## config.mk

```make
export PLATFORM = sky130hd
export DESIGN_NAME = hack_rom_loader_flat
export DESIGN_NICKNAME = d
export VERILOG_FILES = /design/src/rtl/hack_rom_loader_if.sv /design/src/rtl/hack_rom_loader.sv /design/src/flat_wrapper.sv
export SDC_FILE = /design/constraint.sdc
export NUM_CORES = 1
export LEC_CHECK = 0
export ABC_AREA = 1
export CORE_UTILIZATION = 51
export CTS_BUF_LIST = sky130_fd_sc_hd__clkbuf_16
export DETAILED_ROUTE_END_ITERATION = 6
export PLACE_DENSITY = 0.77
export SLEW_MARGIN = 25
export SYNTH_ARGS = -nofsm -noshare
export SYNTH_HDL_FRONTEND = slang
export SYNTH_SLANG_ARGS = --single-unit
```

## constraint.sdc

```tcl
create_clock -name clk_i -period 2.5 [get_ports clk_i]
set_input_delay 0.625 -clock clk_i [delete_from_list [all_inputs] [get_ports clk_i]]
set_output_delay 0.625 -clock clk_i [all_outputs]
set_load 0.02 [all_outputs]
```

## src/rtl/hack_rom_loader_if.sv

```systemverilog
// Byte-source and instruction-memory write bundle for the Hack boot loader.
// The master modport is the loader; the slave modport is the byte host plus memory side.
interface hack_rom_loader_if #(
  parameter int ADDR_W = 15
);
  logic              byte_valid;
  logic [7:0]        byte_data;
  logic              byte_ready;
  logic              rom_we;
  logic [ADDR_W-1:0] rom_addr;
  logic [15:0]       rom_wdata;

  modport master (
    input  byte_valid, byte_data,
    output byte_ready, rom_we, rom_addr, rom_wdata
  );

  modport slave (
    output byte_valid, byte_data,
    input  byte_ready, rom_we, rom_addr, rom_wdata
  );
endinterface

```

## src/rtl/hack_rom_loader.sv

```systemverilog
// Hack boot sequencer: holds the cpu in reset, streams a byte image into instruction memory, then releases it.
// Define LOADER_CHECKSUM_EN to require a trailing 16-bit word-sum checksum before the cpu is released.
module hack_rom_loader #(
  parameter int ADDR_W = 15
) (
  input  logic              clk_i,
  input  logic              rst_i,
  input  logic              start_i,
  input  logic [ADDR_W:0]   len_i,
  hack_rom_loader_if.master bus,
  output logic              cpu_rst_n_o,
  output logic              busy_o,
  output logic              done_o,
  output logic              err_o
);
  localparam logic [ADDR_W:0] MAX_LEN = {1'b1, {ADDR_W{1'b0}}};

  typedef enum logic [2:0] {
    IDLE, HI, LO, WR, RUN
`ifdef LOADER_CHECKSUM_EN
    , CHI, CLO
`endif
  } state_e;

  state_e            state_q, state_d;
  logic [ADDR_W-1:0] cnt_q, cnt_d;
  logic [ADDR_W:0]   len_q, len_d;
  logic [15:0]       word_q, word_d;
  logic              err_q, err_d;
  logic              rom_we_q, rom_we_d;
  logic              run_q, run_d;
  logic              busy_q, busy_d;
  logic              byte_ready;
  logic              hs;
  logic              last_word;
`ifdef LOADER_CHECKSUM_EN
  logic [15:0]       sum_q, sum_d;
  logic [7:0]        chk_hi_q, chk_hi_d;
`endif

`ifdef LOADER_CHECKSUM_EN
  assign byte_ready = (state_q == HI) || (state_q == LO) || (state_q == CHI) || (state_q == CLO);
`else
  assign byte_ready = (state_q == HI) || (state_q == LO);
`endif
  assign hs        = bus.byte_valid & byte_ready;
  assign last_word = ({1'b0, cnt_q} == (len_q - (ADDR_W+1)'(1)));

  always_comb begin
    state_d  = state_q;
    cnt_d    = cnt_q;
    len_d    = len_q;
    word_d   = word_q;
    err_d    = err_q;
`ifdef LOADER_CHECKSUM_EN
    sum_d    = sum_q;
    chk_hi_d = chk_hi_q;
`endif
    unique case (state_q)
      IDLE, RUN: begin
        if (start_i) begin
          if (len_i == '0) begin
            err_d   = 1'b0;
            state_d = RUN;
          end else if (len_i <= MAX_LEN) begin
            len_d   = len_i;
            cnt_d   = '0;
            err_d   = 1'b0;
`ifdef LOADER_CHECKSUM_EN
            sum_d   = '0;
`endif
            state_d = HI;
          end else begin
            err_d   = 1'b1;
            state_d = IDLE;
          end
        end
      end
      HI: begin
        if (hs) begin
          word_d  = {bus.byte_data, word_q[7:0]};
          state_d = LO;
        end
      end
      LO: begin
        if (hs) begin
          word_d  = {word_q[15:8], bus.byte_data};
          state_d = WR;
        end
      end
      WR: begin
`ifdef LOADER_CHECKSUM_EN
        sum_d = sum_q + word_q;
`endif
        if (last_word) begin
`ifdef LOADER_CHECKSUM_EN
          state_d = CHI;
`else
          state_d = RUN;
`endif
        end else begin
          cnt_d   = cnt_q + ADDR_W'(1);
          state_d = HI;
        end
      end
`ifdef LOADER_CHECKSUM_EN
      CHI: begin
        if (hs) begin
          chk_hi_d = bus.byte_data;
          state_d  = CLO;
        end
      end
      CLO: begin
        if (hs) begin
          if ({chk_hi_q, bus.byte_data} == sum_q) begin
            state_d = RUN;
          end else begin
            err_d   = 1'b1;
            state_d = IDLE;
          end
        end
      end
`endif
      default: state_d = IDLE;
    endcase
    // outputs are registered from the next state so they line up with it
    rom_we_d = (state_d == WR);
    run_d    = (state_d == RUN);
    busy_d   = (state_d != IDLE) && (state_d != RUN);
  end

  always_ff @(posedge clk_i) begin
    if (rst_i) begin
      state_q  <= IDLE;
      cnt_q    <= '0;
      len_q    <= '0;
      word_q   <= '0;
      err_q    <= 1'b0;
      rom_we_q <= 1'b0;
      run_q    <= 1'b0;
      busy_q   <= 1'b0;
`ifdef LOADER_CHECKSUM_EN
      sum_q    <= '0;
      chk_hi_q <= '0;
`endif
    end else begin
      state_q  <= state_d;
      cnt_q    <= cnt_d;
      len_q    <= len_d;
      word_q   <= word_d;
      err_q    <= err_d;
      rom_we_q <= rom_we_d;
      run_q    <= run_d;
      busy_q   <= busy_d;
`ifdef LOADER_CHECKSUM_EN
      sum_q    <= sum_d;
      chk_hi_q <= chk_hi_d;
`endif
    end
  end

  assign bus.byte_ready = byte_ready;
  assign bus.rom_we     = rom_we_q;
  assign bus.rom_addr   = cnt_q;
  assign bus.rom_wdata  = word_q;
  assign cpu_rst_n_o    = run_q;
  assign done_o         = run_q;
  assign busy_o         = busy_q;
  assign err_o          = err_q;
endmodule

```

## src/flat_wrapper.sv

```systemverilog
// flat-port wrapper written by rule: the top's interface ports become plain ports
module hack_rom_loader_flat 
#(
  parameter int ADDR_W = 15
)
  (clk_i, rst_i, start_i, len_i, cpu_rst_n_o, busy_o, done_o, err_o, bus_byte_valid, bus_byte_data, bus_byte_ready, bus_rom_we, bus_rom_addr, bus_rom_wdata);
  hack_rom_loader_if #(.ADDR_W(ADDR_W)) bus_i ();
  input  logic clk_i;
  input  logic rst_i;
  input  logic start_i;
  input  logic [ADDR_W:0] len_i;
  output logic cpu_rst_n_o;
  output logic busy_o;
  output logic done_o;
  output logic err_o;
  input wire logic [$bits(bus_i.byte_valid)-1:0] bus_byte_valid;
  input wire logic [$bits(bus_i.byte_data)-1:0] bus_byte_data;
  output wire logic [$bits(bus_i.byte_ready)-1:0] bus_byte_ready;
  output wire logic [$bits(bus_i.rom_we)-1:0] bus_rom_we;
  output wire logic [$bits(bus_i.rom_addr)-1:0] bus_rom_addr;
  output wire logic [$bits(bus_i.rom_wdata)-1:0] bus_rom_wdata;
  assign bus_i.byte_valid = bus_byte_valid;
  assign bus_i.byte_data = bus_byte_data;
  assign bus_byte_ready = bus_i.byte_ready;
  assign bus_rom_we = bus_i.rom_we;
  assign bus_rom_addr = bus_i.rom_addr;
  assign bus_rom_wdata = bus_i.rom_wdata;
  hack_rom_loader #(.ADDR_W(ADDR_W)) u_core (.clk_i(clk_i), .rst_i(rst_i), .start_i(start_i), .len_i(len_i), .bus(bus_i), .cpu_rst_n_o(cpu_rst_n_o), .busy_o(busy_o), .done_o(done_o), .err_o(err_o));
endmodule
```

# After elaboration in Yosys (flattened, before gate mapping)

Index checks and enable logic that the tools add are counted.

Memories kept: 0
Memory bits (writable): 0
Flip-flop bits (word level): 54
Latch bits: 0
Bits of input ports: 28
Bits in read-only memories: 0

$lt $le $gt $ge: 1
Bitwise logic cells: 4
Divide/modulo/power cells: 0
Reduce and logical (&&, ||, !) cells: 12
$add $sub $neg: 2
$mul: 0
Equal/unequal tests: 12
Mux-type cells: 17
Shifts and indexed selects: 0

Operator list:

| cell                    | number |
|---|---|
| $mux W15                | 4 |
| $pmux W16 S2            | 1 |
| $pmux W15 S2            | 1 |
| $eq A15 B16 Y1          | 1 |
| $le A16 B16 Y1 const B  | 1 |
| $logic_not A16 Y1       | 1 |
| $mux W16                | 1 |
| $sub A16 B1 Y16 const B | 1 |
| $add A15 B1 Y15 const B | 1 |
| $mux W3                 | 5 |
| $pmux W3 S4             | 1 |
| $eq A3 B2 Y1 const B    | 3 |
| $mux W8                 | 1 |
| $eq A3 B3 Y1 const B    | 2 |
| $ne A2 B2 Y1 const B    | 3 |
| $reduce_and A3 Y1       | 2 |
| $reduce_and A5 Y1       | 1 |
| $reduce_and A4 Y1       | 1 |
| $eq A3 B1 Y1 const B    | 1 |
| $logic_not A3 Y1        | 1 |
| $mux W1                 | 3 |
| $ne A3 B3 Y1 const B    | 1 |
| $not A1 Y1              | 3 |
| $reduce_bool A3 Y1      | 1 |
| 7 further kinds         | 7 |

# Longest topological paths before layout

Gate-level depths: netlist (run 1).

Depth after elaboration: 7
Gate-level depth with buffers: 16

# Least setup slack after synthesis (run 1)

OpenSTA, ideal clock, no wires.

Path type: flip-flop to flip-flop
Start: register u_core.len_q[0]
End: register u_core.cnt_q[10] (netlist: u_core.bus.rom_addr[10])
Slack: 0.596 ns
Library setup time: 0.138 ns
Stages on the path, launching flop included: 16
Arrival: 1.766 ns
Buffers on the path: 1
Required time: 2.362 ns
Path through: dfxtp_1 inv_1 ha_1 nand2_1 inv_1 nor2_1 nand2_1 nor2_1 nand2_1 nor2_1 nand3_1 nor2_2 nand3_2 buf_2 nand3_1 a21oi_2

Cells in the longest elaborated chain, start to end: 4

Ends and longest elaborated chain:

| item                               | line                   | text |
|---|---|---|
| start: declaration                 | hack_rom_loader.sv:27  | `logic [ADDR_W:0] len_q, len_d;` |
| start signal: assignment           | hack_rom_loader.sv:149 | `len_q <= len_d;` |
| $sub A16 B1 Y16                    | hack_rom_loader.sv:47  | `assign last_word = ({1'b0, cnt_q} == (len_q - (ADDR_W+1)'(1)));` |
| $eq A15 B16 Y1                     | hack_rom_loader.sv:47  |  |
| $ne A2 B2 Y1 (no source line)      | --                     |  |
| $reduce_and A5 Y1 (no source line) | --                     |  |
| end signal: assignment             | hack_rom_loader.sv:148 | `cnt_q <= cnt_d;` |
| end: declaration                   | hack_rom_loader.sv:26  | `logic [ADDR_W-1:0] cnt_q, cnt_d;` |

Every way passes these cells.
A chain may end at the register's enable or synchronous reset.

# Worst setup path after layout (run 1)

Start: register u_core.state_q[1]
End: output bus_byte_ready

Cells in the longest elaborated chain, start to end: 2
Elaborated cells on any way between the ends: 3
Classes of those cells: eq/ne: 2; reduce/logical: 1

Ends and longest elaborated chain:

| item                                         | line                   | text |
|---|---|---|
| start: declaration                           | hack_rom_loader.sv:25  | `state_e state_q, state_d;` |
| start signal: assignment                     | hack_rom_loader.sv:147 | `state_q <= state_d;` |
| $eq A3 B1 Y1 or $eq A3 B2 Y1 (tied branches) | hack_rom_loader.sv:44  | `assign byte_ready = (state_q == HI) \|\| (state_q == LO);` |
| $logic_or A1 B1 Y1 (*)                       | hack_rom_loader.sv:44  |  |
| end: declaration                             | flat_wrapper.sv:18     | `output wire logic [$bits(bus_i.byte_ready)-1:0] bus_byte_ready;` |

Every way passes the cells marked *; elsewhere a longest branch is shown, timed or not.

==> results of run 1 <==
worst min-delay path by stage:
stage,from,endpoint
after CTS,u_core.bus.rom_wdata[8],u_core.bus.rom_wdata[8]
after detailed placement,u_core.bus.rom_wdata[10],u_core.bus.rom_wdata[10]
after global routing,u_core.bus.rom_wdata[12],u_core.bus.rom_wdata[12]
final,u_core.bus.rom_wdata[8],u_core.bus.rom_wdata[8]
after global placement,u_core.bus.rom_wdata[15],u_core.bus.rom_wdata[15]
after floorplan,u_core.len_q[13],u_core.len_q[13]
sequential cells by signal, summed over array words and instances, names as in the netlist:
register,count
u_core.bus.rom_wdata,16
u_core.len_q,16
u_core.bus.rom_addr,15
u_core.state_q,3
u_core.bus.rom_we,1
u_core.busy_o,1
u_core.cpu_rst_n_o,1
u_core.err_o,1
routing by layer:
layer	global-route usage, %	wire length (µm)	part of all wire (%)
met1	33.1	3540	45
met2	46.1	3780	48
met3	5.49	383	4.9
met4	9.45	140	1.8
met5	0	0	0
cell usage in the layout (no fill, tap or decap), drive strengths merged:
| cell type | n |
|---|---|
| a21oi | 43 |
| and2 | 1 |
| buf | 14 |
| bufinv | 1 |
| clkbuf | 5 |
| clkdlybuf4s50 | 64 |
| clkinv | 2 |
| dfxtp | 54 |
| ha | 2 |
| inv | 55 |
| nand2 | 98 |
| nand3 | 38 |
| nand3b | 3 |
| nand4 | 9 |
| nor2 | 78 |
| nor3 | 5 |
| o21a | 1 |
| o21ai | 30 |
| o22ai | 1 |
| o31ai | 1 |
| or2 | 1 |
| or3 | 1 |
| xnor2 | 7 |
| xor2 | 18 |
logic make-up after synthesis:
family	after synthesis	synth area share, %
buffers and inverters	74	9.70
DFF	54	35.2
xor gates and xnor gates	25	7.13
AOI/OAI and AO/OA	76	13.5
adders and majority gates	2	0.815
and+or+nand+nor	234	33.7
metrics by stage:
step / utilization [%] / setup slack (ns) / power, µW
after detailed placement: 68.0 / 0.0542 / 1380
final: 71.4 / 0.121 / 2180
after floorplan: - / 0.596 / 1230
after global placement: 68.0 / 0.123 / 1380
after CTS: 71.1 / 0.0792 / 2180
after global routing: 71.4 / 0.0320 / 2290
area by class of cell:
cell class | instances | area, µm²
Clock inverter | 3 | 47.5
Multi-Input combinational cell | 337 | 1710
Tap cell | 72 | 90.1
Timing Repair Buffer | 78 | 771
Inverter | 55 | 206
Fill cell | 480 | 1610
Sequential cell | 54 | 1080
Clock buffer | 5 | 125
power breakdown:
part | switching, µW | internal (µW) | total [µW]
registers | 32.0 | 895 | 927
clock network | 324 | 480 | 804
logic | 264 | 185 | 449
total | 619 | 1560 | 2180
repair_timing:
item | CTS | global route
resized for setup | 0 | 3
hold buffers | 0 | 0
setup endpoints to repair | 0 | 16
tightest hold or removal path, cell delays in order (launching register included):
cell	delay, ns
dfxtp_1	0.31
nand2_1	0.06
a21oi_1	0.06
==> impl_metrics.toml, run 1 <==
[routing]
drtIter0Drc = 135
vias_per_cell = 5.12
ant_nets = 0
wl_per_cell_um = 13.0
wirelength_um = 7840
route.vias.total = 3095
drc = 0
firstDrtPassIters = 5

[timing]
slew_headroom_pct = 57.4
fin_crit_sh_pct = 95.1
setup_viol = 0
drv_slew = 0
worst_clock_skew_ns = 0.0106
rsz0062_at_grt = "false"
hold_viol = 0
final.setup.tns_ns = 0
period_needed_ns = 2.38
fmaxAchievable_mhz = 420
worst_pin_slew_ns = 0.638
hold_slack_ns = 0.472

[setup_path]
crit_path_top_delay_cell = "clkdlybuf4s50_1"
startpoint_type = "flop"
cp-startpoint = "u_core.state_q[1]"
path_depth = 5
cp_top_family = "buffers and inverters"
worst-endpoint-arrival_ns = 1.75
critPathBufInv = 3
setup.worst_path.end_class = "output pin"
crit_required_ns = 1.88
r2r-start = "u_core.len_q[0]"
cp_cell_sequence = "inv_1, nor3_1, inv_2, nand2_1, clkdlybuf4s50_1"
worst-r2r-setup-slack_ns = 0.26
r2r_cells = 15
timing.rr.end = "u_core.bus.rom_addr[14]"
cpPeakStageDelay_ns = 0.61
cp-endpoint = "bus_byte_ready"
path_max_fanout = 11
critPathKind = "reg -> out"

[placement]
port_buffers = 64
gp_congestion = 0.895
dpl.hpwl_um = 6010
placed_area_um2 = 3840
dp_cells = 596

[die]
fp.dieW_um = 79.6
core_um2 = 5640
io_pins = 65
row_count = 27
dieArea_um2 = 6330
fp.dieH_um = 79.6
start_util_pct = 54.4

[cells_and_area]
antenna_cells = 0
final_cell_area_um2 = 4030
layout-drive-gt1-share_pct = 8.83
fin_nets = 561
instances_no_fill = 604
areaGrowthSynthToFinish_pct = 31.2

[synth]
avgSynthCellArea_um2 = 6.60
synth_largest_area_cell = "dfxtp_1"
synth_common_cells = "95 x nand2_1, 69 x nor2_1, 54 x dfxtp_1"
syn_area_um2 = 3070
yosys_warnings = 0
ys_ff_latch = 54
synth_most_common_cell = "nand2_1"
synth_nets = 495
synth_cells = 465
synth-async-reset-ratio_pct = 0
ys.flop_type = "dfxtp_1"
synth_edf_count = 0
ys_seq_area_share_pct = 35.2
synthTopCellsByArea = "dfxtp_1 35%, nand2_1 12%, nor2_1 8.4%, inv_1 6.2%, a21oi_1 5.9%"
yosys.area.top_type_share_pct = 35.2
yosysUniqueCellTypes = 34

[clock_network]
cts.sinks = 54
htree_levels = 2
post_cts_buffers = 0
cts_root_buffer = "clkbuf_16"
cts_tree = "yes"
cts.clk_slew.worst_paths_ns = 0.07
cts.path.max_buffers = 2
cts_buffers = 5
clock_latency_ns = 0.30

[global_route]
grt_antenna_before_repair = 0
grt_pass1_vias = 2936
grt_start_max_net_pins = 33
grt_pass1_wl_um = 13300
grt_overflow = 0
grt_use_total_pct = 26.9

[power_and_ir_drop]
irDropWorstVdd_uv = 305
p_per_area_nw_per_um2 = 541
power_leakage_uw = 0.00167

[hold_path]
hold_path_class = "reg -> reg"
whs_path_depth = 2

[run]
max-cap-violations = 0

[status]
status = "complete, no violations"
No activity file was read; power rests on OpenSTA's default activity.
==> run 2: changes to the inputs <==
--- a/config.mk
+++ b/config.mk
@@ -5,11 +5,11 @@
 export SDC_FILE = /design/constraint.sdc
 export NUM_CORES = 1
 export LEC_CHECK = 0
-export ABC_AREA = 1
-export CORE_UTILIZATION = 51
+export CORE_UTILIZATION = 50
 export CTS_BUF_LIST = sky130_fd_sc_hd__clkbuf_16
 export DETAILED_ROUTE_END_ITERATION = 6
 export PLACE_DENSITY = 0.77
+export SKIP_LAST_GASP = 1
 export SLEW_MARGIN = 25
 export SYNTH_ARGS = -nofsm -noshare
 export SYNTH_HDL_FRONTEND = slang
==> impl_metrics.toml, run 2 <==
[run]
max-cap-violations = 0

[synth]
synthTopCellsByArea = "dfxtp_1 40%, mux2i_1 8.9%, nor2_1 6.0%, a21oi_1 5.7%, xor2_1 3.9%"
syn_area_um2 = 2710
ys_ff_latch = 54
synth_common_cells = "54 x dfxtp_1, 43 x nor2_1, 31 x a21oi_1"
yosys_warnings = 0
yosysUniqueCellTypes = 47
synth_cells = 324
avgSynthCellArea_um2 = 8.36
synth-async-reset-ratio_pct = 0
ys_seq_area_share_pct = 39.9
synth_most_common_cell = "dfxtp_1"
ys.flop_type = "dfxtp_1"
yosys.area.top_type_share_pct = 39.9
synth_edf_count = 0
synth_largest_area_cell = "dfxtp_1"
synth_nets = 354

[timing]
drv_slew = 0
layout_setup_ws_ns = -0.234
fin_crit_sh_pct = 109
worst_pin_slew_ns = 0.619
fmaxAchievable_mhz = 366
hold_viol = 0
worst_clock_skew_ns = 0.00481
period_needed_ns = 2.73
slew_headroom_pct = 58.8
final.setup.tns_ns = -3.27
hold_slack_ns = 0.457
rsz0062_at_grt = "true"
setup_viol = 19

[global_route]
grt_pass1_vias = 2621
grt_use_total_pct = 28.0
grt_pass1_wl_um = 11900
grt_start_max_net_pins = 41
grt_overflow = 0
grt_antenna_before_repair = 0

[setup_path]
cp_cell_sequence = "xor2_2, nor4_1, a2111oi_0, o2111a_2, nand4b_4, a21oi_4, o21ai_1, a21oi_2"
critPathKind = "reg -> reg"
startpoint_type = "flop"
path_depth = 8
path_max_fanout = 6
crit_path_top_delay_cell = "a2111oi_0"
worst-endpoint-arrival_ns = 2.96
cpPeakStageDelay_ns = 0.54
cp_top_family = "compound AO/OA/AOI/OAI gates"
critPathBufInv = 0
r2r_cells = 8
setup.worst_path.end_class = "flop"
crit_required_ns = 2.73

[placement]
dpl.hpwl_um = 5390
port_buffers = 64
dp_cells = 488
gp_congestion = 0.860

[die]
io_pins = 65
start_util_pct = 52.4
fp.dieW_um = 75.6
fp.dieH_um = 75.6
core_um2 = 5170
dieArea_um2 = 5720
row_count = 26

[routing]
wirelength_um = 8340
route.vias.total = 2902
drtIter0Drc = 209
firstDrtPassIters = 5
wl_per_cell_um = 16.6
drc = 0
vias_per_cell = 5.78
ant_nets = 0

[cells_and_area]
areaGrowthSynthToFinish_pct = 53.0
mostFrequentLayoutCells = "59 x clkdlybuf4s50_1, 50 x dfxtp_1, 46 x buf_4"
fin_nets = 461
instances_no_fill = 502
layout-drive-gt1-share_pct = 24.1
antenna_cells = 0
mostFrequentLayoutCell = "clkdlybuf4s50_1"
fillers = 338

[hold_path]
hold_path_class = "reg -> reg"
whs_path_depth = 2

[power_and_ir_drop]
irDropWorstVdd_uv = 438
p_per_area_nw_per_um2 = 513
power_leakage_uw = 0.00164

[clock_network]
cts_buffers = 5
cts.sinks = 54
cts_tree = "yes"
cts_root_buffer = "clkbuf_16"
cts.path.max_buffers = 2
clock_latency_ns = 0.30
htree_levels = 2
cts_hold_buffers = 0
cts.clk_slew.worst_paths_ns = 0.08

[status]
violations = "negative setup slack"
status = "finished, violations left"
-- run 2: changes by cell type in the layout (fill, tap and decap cells not counted), sizes merged, moves of 6 or more --
cell    before  now
mux2i        0   24
xor2        18   12
a21oi       43   34
nor2        78   43
nand3       38    7
inv         55    6
o21ai       30   15
or3          1   14
nand2       98   27
nand2b       0    6
buf         14   48
nor4         0    6
and3         0    6
-- run 2: per-layer routing --
metal / routed length (µm) / part of all wire (%) / GRT usage, %
met1: 3370 / 40 / 34.5
met2: 4120 / 49 / 48.0
met3: 632 / 7.6 / 6.75
met4: 227 / 2.7 / 9.67
met5: 0 / 0 / 0
-- run 2: layout make-up --
class / instances / area (µm²) / area share, %
multi-input combinational: 254 / 1800 / 43.3
sequential: 54 / 1090 / 26.2
timing repair buffer: 112 / 1010 / 24.3
clock buffer: 5 / 125 / 3.02
tap: 70 / 87.6 / 2.11
clock inverter: 3 / 28.8 / 0.694
inverter: 4 / 15.0 / 0.362
-- run 2: through the flow --
step	util, %	setup WS (ns)	cell area (µm²)	total power (µW)
global placement	72.4	-0.501	3750	1320
floorplan	-	-0.0975	2750	1160
global route	80.2	-0.253	4150	2210
CTS	76.8	-0.184	3970	2080
detailed placement	72.4	-0.655	3750	1330
finish	80.2	-0.234	4150	2130
-- run 2: kinds of logic (layout without fill, tap and decap cells) --
kind of cell / count (synthesis) / count (layout) / share of synthesized area (%)
xor+xnor: 19 / 19 / 6.14
compound gates: 63 / 66 / 13.7
fa+ha+maj: 2 / 2 / 0.923
simple gates: 142 / 142 / 26.9
flops: 54 / 54 / 39.9
buf+inv: 19 / 124 / 3.14
mux: 25 / 25 / 9.28
-- run 2: tightest hold or removal path, stage by stage (launching register included) --
cell     delay [ns]
dfxtp_1        0.31
nand2_1        0.05
a21oi_1        0.05
-- run 2: repair_timing --
action	in CTS	in global routing
endpoints found under the setup margin	30	33
pin swaps	12	37
setup buffers	3	2
gates cloned	0	3
gates resized for setup	17	41
-- run 2: worst paths after layout --
check | startpoint | endpoint | slack [ns]
max | u_core.bus.rom_addr[9] | u_core.bus.rom_addr[3] | -0.23
min reg2reg | u_core.bus.rom_wdata[7] | u_core.bus.rom_wdata[7] | 0.46
max reg2reg | u_core.bus.rom_addr[9] | u_core.bus.rom_addr[3] | -0.23
min | u_core.bus.rom_wdata[7] | u_core.bus.rom_wdata[7] | 0.46
-- run 2: where the power goes --
part	switching [µW]	internal (µW)	total, µW
clock network	340	384	724
registers	19.3	886	905
logic	240	257	497
==> run 3: changes to the inputs <==
--- a/config.mk
+++ b/config.mk
@@ -9,6 +9,7 @@
 export CTS_BUF_LIST = sky130_fd_sc_hd__clkbuf_16
 export DETAILED_ROUTE_END_ITERATION = 6
 export PLACE_DENSITY = 0.77
+export SKIP_CTS_REPAIR_TIMING = 1
 export SKIP_LAST_GASP = 1
 export SLEW_MARGIN = 25
 export SYNTH_ARGS = -nofsm -noshare
==> impl_metrics.toml, run 3 (synthesis gave the netlist of run 2 again) <==
[setup_path]
cpPeakStageDelay_ns = 0.49
r2r_cells = 11
startpoint_type = "input pin"
r2r-start = "u_core.len_q[1]"
critPathKind = "in -> reg"
crit_required_ns = 2.73
worst-endpoint-arrival_ns = 3.01
crit_path_top_delay_cell = "or4_4"
worst-r2r-setup-slack_ns = -0.26
setup.worst_path.end_class = "flop"
cp_cell_sequence = "clkdlybuf4s50_1, nor4_1, nand4_1, xnor2_1, nor2_2, nor2_1, a41o_1, or4_4, a21oi_2"
timing.rr.end = "u_core.bus.rom_addr[11]"
path_max_fanout = 6

[run]
max-cap-violations = 0

[global_route]
grt_pass1_wl_um = 11700
grt_overflow = 0
grt_pass1_vias = 2603
grt_start_max_net_pins = 41
grt_use_total_pct = 27.3
grt_antenna_before_repair = 0

[timing]
worst_clock_skew_ns = 0.00565
drv_slew = 0
period_needed_ns = 2.78
rsz0062_at_grt = "true"
setup_viol = 19
slew_headroom_pct = 62.7
worst_pin_slew_ns = 0.557
hold_viol = 0
fin_crit_sh_pct = 111
hold_slack_ns = 0.456
layout_setup_ws_ns = -0.278
fmaxAchievable_mhz = 360

[placement]
gp_congestion = 0.860
dp_cells = 488
port_buffers = 64
placed_area_um2 = 3750
dpl.hpwl_um = 5390

[clock_network]
htree_levels = 2
cts_buffers = 5
cts.clk_slew.worst_paths_ns = 0.07
cts.path.max_buffers = 2
cts_root_buffer = "clkbuf_16"
cts.sinks = 54
clock_latency_ns = 0.30
cts_tree = "yes"

[cells_and_area]
mostFrequentLayoutCell = "clkdlybuf4s50_1"
fin_nets = 458
layout-drive-gt1-share_pct = 21.0
fillers = 356
antenna_cells = 0
final_cell_area_um2 = 4050
areaGrowthSynthToFinish_pct = 49.6
instances_no_fill = 499
mostFrequentLayoutCells = "58 x clkdlybuf4s50_1, 52 x dfxtp_1, 46 x buf_4"

[die]
fp.dieH_um = 75.6
start_util_pct = 52.4
core_um2 = 5170
io_pins = 65
dieArea_um2 = 5720
fp.dieW_um = 75.6
row_count = 26

[routing]
drtIter0Drc = 125
wl_per_cell_um = 15.6
ant_nets = 0
wirelength_um = 7770
drc = 0
vias_per_cell = 5.63
firstDrtPassIters = 4
route.vias.total = 2809

[hold_path]
whs_path_depth = 2
hold_path.startpoint = "u_core.err_o"
hold_path_end = "u_core.err_o"
hold_path_class = "reg -> reg"

[power_and_ir_drop]
irDropWorstVdd_uv = 416
total_power_uw = 2090
p_per_area_nw_per_um2 = 515
power_leakage_uw = 0.00166

[status]
violations = "negative setup slack"
status = "finished, violations left"
## run 3: layout make-up
class                   instances  area (µm²)  share of cell area (%)
multi-input cells             251        1670                    41.1
repair buffers                112        1050                    25.8
well taps                      70        87.6                    2.16
inverters                       4        15.0                   0.370
flip-flops and latches         54        1080                    26.7
clock inverters                 3        28.8                   0.710
clock buffers                   5         125                    3.09
## run 3: per-stage QoR
step	setup TNS, ns	setup slack (ns)	util (%)
global route	-6.03	-0.383	78.4
floorplan	-0.710	-0.0975	-
global placement	-7.98	-0.501	72.4
detailed placement	-11.25	-0.655	72.4
finish	-2.92	-0.278	78.4
CTS	-3.54	-0.367	75.4
## run 3: critical path, delay by kind of cell
| kind | cells | cell delay, ns |
|---|---|---|
| simple gates | 5 | 1.35 |
| compound gates | 2 | 0.40 |
| xor+xnor | 1 | 0.19 |
| buf+inv | 1 | 0.44 |
## run 3: routing by layer
metal	track usage, %	vias up	wire length [µm]
met5	0	-	0
met1	34.0	1332	3200
met4	11.3	0	133
met2	45.2	103	3900
met3	6.75	10	529
li1	-	1364	-
## run 3: how the worst max path moves through the flow
stage / start / endpoint / cells after the start
5_1_grt: len_i[3] / u_core.bus.rom_addr[9] / 9
4_1_cts: len_i[7] / u_core.bus.rom_addr[9] / 9
3_5_place_dp: len_i[7] / u_core.bus.rom_addr[9] / 9
3_3_place_gp: len_i[7] / u_core.bus.rom_addr[9] / 9
2_1_floorplan: u_core.len_q[7] / u_core.bus.rom_addr[9] / 8
6_report: len_i[3] / u_core.bus.rom_addr[9] / 9
## run 3: where the power goes
part | total, µW | switching (µW) | internal, µW
clock | 722 | 337 | 384
sequential | 904 | 18.7 | 885
combinational | 462 | 218 | 244
